**src/rtl/ripple4_down_timer.sv**
```systemverilog
// Loadable down-counting timer with prescaler, one-cycle done pulse and
// optional auto-reload for periodic tick generation.
module ripple4_down_timer #(
    parameter int WIDTH    = 4,
    parameter int PRESCALE = 1
) (
    input  logic             clk,
    input  logic             rst,
    input  logic             load,
    input  logic [WIDTH-1:0] load_val,
    input  logic             start,
    input  logic             en,
    input  logic             auto_reload,
    output logic [WIDTH-1:0] q,
    output logic             busy,
    output logic             done
);

    localparam int PW = $clog2(PRESCALE) + 1;
    localparam logic [PW-1:0] PMAX = PW'(PRESCALE - 1);

    typedef enum logic {IDLE, RUN} state_t;

    state_t           state, state_nx;
    logic [WIDTH-1:0] q_nx;
    logic [WIDTH-1:0] rld, rld_nx;
    logic [PW-1:0]    pcnt, pcnt_nx;
    logic             done_nx;
    logic             tick;

    assign tick = (state == RUN) && en && (pcnt == PMAX);

    // Next-state logic: load beats expiry/decrement, which beats start.
    always_comb begin
        state_nx = state;
        q_nx     = q;
        rld_nx   = rld;
        pcnt_nx  = pcnt;
        done_nx  = 1'b0;
        if (load) begin
            // Abort anything in flight, including a tick on this edge.
            q_nx     = load_val;
            rld_nx   = load_val;
            state_nx = IDLE;
            pcnt_nx  = '0;
        end else begin
            case (state)
                IDLE: begin
                    pcnt_nx = '0;
                    if (start) begin
                        if (q != '0) state_nx = RUN;
                        else         done_nx  = 1'b1;  // nothing to count
                    end
                end
                RUN: begin
                    if (tick) begin
                        pcnt_nx = '0;
                        if (q > WIDTH'(1)) begin
                            q_nx = q - WIDTH'(1);
                        end else begin
                            done_nx = 1'b1;
                            // A zero reload would leave RUN with q==0, so
                            // treat it as a one-shot instead.
                            if (auto_reload && (rld != '0)) begin
                                q_nx = rld;
                            end else begin
                                q_nx     = '0;
                                state_nx = IDLE;
                            end
                        end
                    end else if (en) begin
                        pcnt_nx = pcnt + PW'(1);
                    end
                end
                default: state_nx = IDLE;
            endcase
        end
    end

    // State and datapath registers; busy and done are registered outputs.
    always_ff @(posedge clk or negedge rst) begin
        if (!rst) begin
            state <= IDLE;
            q     <= '0;
            rld   <= '0;
            pcnt  <= '0;
            busy  <= 1'b0;
            done  <= 1'b0;
        end else begin
            state <= state_nx;
            q     <= q_nx;
            rld   <= rld_nx;
            pcnt  <= pcnt_nx;
            busy  <= (state_nx == RUN);
            done  <= done_nx;
        end
    end

endmodule

```
**config.mk**
```make
export PLATFORM = sky130hd
export DESIGN_NAME = ripple4_down_timer
export DESIGN_NICKNAME = d
export VERILOG_FILES = /design/src/rtl/ripple4_down_timer.sv
export SDC_FILE = /design/constraint.sdc
export NUM_CORES = 1
export LEC_CHECK = 0
export ABC_CLOCK_PERIOD_IN_PS = 1700
export BUFFER_PORTS_ARGS = -buffer_cell sky130_fd_sc_hd__buf_2
export CAP_MARGIN = 15
export CORE_MARGIN = 5
export CORE_UTILIZATION = 44
export DETAILED_ROUTE_END_ITERATION = 16
export GPL_ROUTABILITY_DRIVEN = 0
export PLACE_DENSITY = 0.74
export SYNTH_ARGS = -nofsm -noshare
export SYNTH_HDL_FRONTEND = slang
export SYNTH_SLANG_ARGS = --single-unit
```
**constraint.sdc**
```tcl
create_clock -name clk -period 1.7 [get_ports clk]
set_clock_uncertainty 0.2 [all_clocks]
set_input_delay 0.085 -clock clk [delete_from_list [all_inputs] [get_ports clk]]
set_output_delay 0.085 -clock clk [all_outputs]
set_load 0.02 [all_outputs]
```
==> results.json <==
{
  "vias_in_the_first_global_route": 604,
  "final_util_pct": 67.31,
  "grt_util_met2_pct": 27.54,
  "share_comb_of_total_power_pct": 31.6,
  "coreArea_sq_mm": 0.001301,
  "synth_seq_area_share_pct": 45.08,
  "power.ir.vdd_worst_mv": 0.5877,
  "synth_seq_cells": 11,
  "grt_use_met3_pct": 2.299,
  "synth_warnings": 0,
  "grt.overflow.total": 0,
  "synth_top_cells_by_area": "sky130_fd_sc_hd__dfrtp_1 (45%), sky130_fd_sc_hd__a21oi_1 (6.6%), sky130_fd_sc_hd__ha_1 (4.1%), sky130_fd_sc_hd__inv_1 (3.7%), sky130_fd_sc_hd__nand2_1 (3.7%)",
  "finalPower_w": 0.0007254,
  "power_leakage_nw": 0.3806,
  "synth_fp_nets": 78,
  "final_cell_count_no_fill": 109,
  "clock_sinks": 11,
  "seq_power_share_pct": 43.3,
  "cts_post_setup_buffers_inserted": 0,
  "cts_root_buffer": "sky130_fd_sc_hd__clkbuf_4",
  "maxSlewViolCount": 0,
  "timing.critical_path.arrival_ps": 1590,
  "synthDominantCellAreaShare_pct": 45.08,
  "wire_per_inst_um": 14.50,
  "wire_length_of_the_first_global_routing_pass_um": 2635,
  "critical_path_buf_inv_count": 1,
  "endpoint_kind": "flip-flop",
  "vias_per_cell": 5.550,
  "placement.io_buffers": 15,
  "syn_inst": 66,
  "drt-initial-drc-count": 6,
  "insertedDiodeCount": 0,
  "rsz_0062_raised_after_global_routing": "yes",
  "hold_violations": 0,
  "clock_latency_ps": 270,
  "route.vias.total": 605,
  "post-synth-top-area-cell": "sky130_fd_sc_hd__dfrtp_1",
  "drive_above_1_share_pct": 36.17,
  "start_kind": "flip-flop",
  "drtAntennaViolNets": 0,
  "worst_pin_slew_ps": 298.6,
  "tritoncts": "yes",
  "placed_cells_incl_taps": 96,
  "ioPinCount": 16,
  "run_status": "complete, no violations",
  "drt_drc_violations_left": 0,
  "power_density_mw_per_mm2": 828.2,
  "grt_use_met1_pct": 21.86,
  "p_int_w": 0.0004837,
  "h-tree-depth": 1,
  "die_width_um": 47.25,
  "timing.critical_path.slowest_stage_cell": "sky130_fd_sc_hd__dfrtp_2",
  "hold_path.class": "in -> async",
  "cp.required_ps": 1660,
  "top_usage_layer": "met2",
  "cp_max_fo": 6,
  "maxClockFrequency_mhz": 612.9,
  "layout_stage_area_growth_over_the_synthesis_result_pct": 43.44,
  "setup.reg_to_reg.worst_slack_ps": 70,
  "asyncSetResetFlopFracSynth_pct": 100.0,
  "crit_path_cell_chain": "inv_4 > ha_4 > or2_4 > a31o_1 > a21oi_2 > a21oi_2",
  "final.period_utilization_pct": 95.98,
  "setup_viol": 0,
  "detailed_route_wl_um": 1581,
  "drt-pass1-iter-count": 4,
  "power.clock.fraction_pct": 25.1,
  "power_switching_share_pct": 33.32,
  "synth-main-ff-cell": "sky130_fd_sc_hd__dfrtp_1",
  "num_rows": 13,
  "worst_path_largest_cell_delay_ps": 450,
  "clock_tree.buffer_depth": 2,
  "cts_made_buffers": 3,
  "period_minus_slack_ps": 1632,
  "sw_power_w": 0.0002417,
  "die_area_sq_mm": 0.002233,
  "average_cell_area_after_synthesis_sq_um": 9.251,
  "fin_worst_hold_slack_ps": 1.350,
  "grt_max_degree": 19,
  "initial_core_util_pct": 46.92,
  "synth_edf_count": 0,
  "path_clk_slew_ps": 70,
  "grtUsageTotal_pct": 17.19,
  "dpl.hpwl_um": 1110,
  "grt_antenna_before_repair": 0,
  "syn-cell-area_sq_um": 610.6,
  "maxSlewHeadroom_pct": 80.05,
  "critPathTopFamily": "flip-flops",
  "floorplan.die.height_um": 47.25,
  "timing_worst_setup_path_type": "reg -> reg",
  "cap_viol_max_count": 0,
  "synth_cell_types": 32,
  "num-nets-final": 107,
  "cell_occurring_most_often_along_the_worst_timing_path": "sky130_fd_sc_hd__a21oi_2"
}
cell usage after synthesis (2+ instances only):
| master | number |
|---|---|
| sky130_fd_sc_hd__o211ai_1 | 2 |
| sky130_fd_sc_hd__nor2_1 | 2 |
| sky130_fd_sc_hd__dfrtp_1 | 11 |
| sky130_fd_sc_hd__o21ai_0 | 3 |
| sky130_fd_sc_hd__buf_2 | 2 |
| sky130_fd_sc_hd__ha_1 | 2 |
| sky130_fd_sc_hd__a21oi_1 | 8 |
| sky130_fd_sc_hd__inv_1 | 6 |
| sky130_fd_sc_hd__nor3_1 | 2 |
| sky130_fd_sc_hd__nand2_1 | 6 |
registers in the layout (all words and copies together) (netlist names):
register / cells
done: 1
pcnt: 1
q: 4
rld: 4
state: 1
cell type report:
cell class	instances	area (sq um)
tap	15	18.77
fill	120	425.4
timing repair buffer	27	187.7
inverter	6	25.02
clock buffer	4	26.28
sequential	11	277.8
multi-input combinational	46	340.3
final timing paths:
check / startpoint / endpoint / cells after the start
setup / recovery: q[0]$_DFFE_PN0P_ / q[3]$_DFFE_PN0P_ / 6
hold / removal: rst / q[2]$_DFFE_PN0P_ / 2
setup reg to reg: q[0]$_DFFE_PN0P_ / q[3]$_DFFE_PN0P_ / 6
hold reg to reg: pcnt$_DFFE_PN0P_ / pcnt$_DFFE_PN0P_ / 2
max in group asynchronous: rst / q[0]$_DFFE_PN0P_ / 2
min in group clk: pcnt$_DFFE_PN0P_ / pcnt$_DFFE_PN0P_ / 2
cells by family after synthesis:
| family | synth area share (%) |
|---|---|
| AOI/OAI and AO/OA | 25.00 |
| and+or+nand+nor | 18.04 |
| DFF | 45.08 |
| buffers and inverters | 5.942 |
| adders and majority gates | 4.098 |
| muxes | 1.844 |
timing repair:
action	in CTS	in global routing
gates cloned	0	0
hold buffers	9	0
pin swaps	0	2
hold endpoints to repair	22	0
endpoints found under the setup margin	4	2
gates resized for setup	2	5
worst reg2reg max path, stage by stage, from the launching register on:
cell                      delay, ps
sky130_fd_sc_hd__dfrtp_2        450
sky130_fd_sc_hd__inv_4           60
sky130_fd_sc_hd__ha_4           170
sky130_fd_sc_hd__or2_4          280
sky130_fd_sc_hd__a31o_1         190
sky130_fd_sc_hd__a21oi_2        130
sky130_fd_sc_hd__a21oi_2         40
cell usage in the layout (no fill, tap or decap), drive strengths merged:
| cell type | count |
|---|---|
| o21bai | 1 |
| or3 | 1 |
| dfrtp | 11 |
| nor3 | 2 |
| o211ai | 2 |
| nand3b | 1 |
| nor4 | 1 |
| nor3b | 1 |
| a21oi | 9 |
| a31o | 1 |
| a22oi | 1 |
| and3b | 1 |
| ha | 2 |
| nand4b | 1 |
| nand2b | 1 |
| o31ai | 1 |
| a41oi | 1 |
| or4 | 1 |
| nor2 | 2 |
| nand2 | 6 |
| buf | 18 |
| o31a | 1 |
| a31oi | 1 |
| mux2 | 1 |
| o21ai | 4 |
| or2 | 1 |
| inv | 6 |
| dlygate4sd3 | 9 |
| a2111oi | 1 |
| clkbuf | 4 |
| nand3 | 1 |
power groups by stage:
stage	sequential [W]	clock [W]	combinational, W
after global placement	0.000316	0	0.000193
after detailed placement	0.000317	0	0.000198
after floorplan	0.000332	0	0.000113
final	0.000314	0.000182	0.000229
after CTS	0.000311	0.000185	0.000222
after global routing	0.000317	0.000198	0.000252
stage by stage:
step | instance area (sq um) | TNS (ps) | worst slack (ps)
4_1_cts | 859.6 | 0 | 23.31
2_1_floorplan | 638.1 | -1.501 | -1.501
3_5_place_dp | 740.7 | -75.03 | -43.79
3_3_place_gp | 740.7 | 0 | 36.45
5_1_grt | 875.8 | -0.5285 | -0.5285
6_report | 875.8 | 0 | 68.41
metal layers:
metal,wire length [um],share of wire (%)
met3,68,4.3
met4,36,2.3
met1,718,45
met5,0,0
met2,758,48
(Power assumes the default switching activity.)
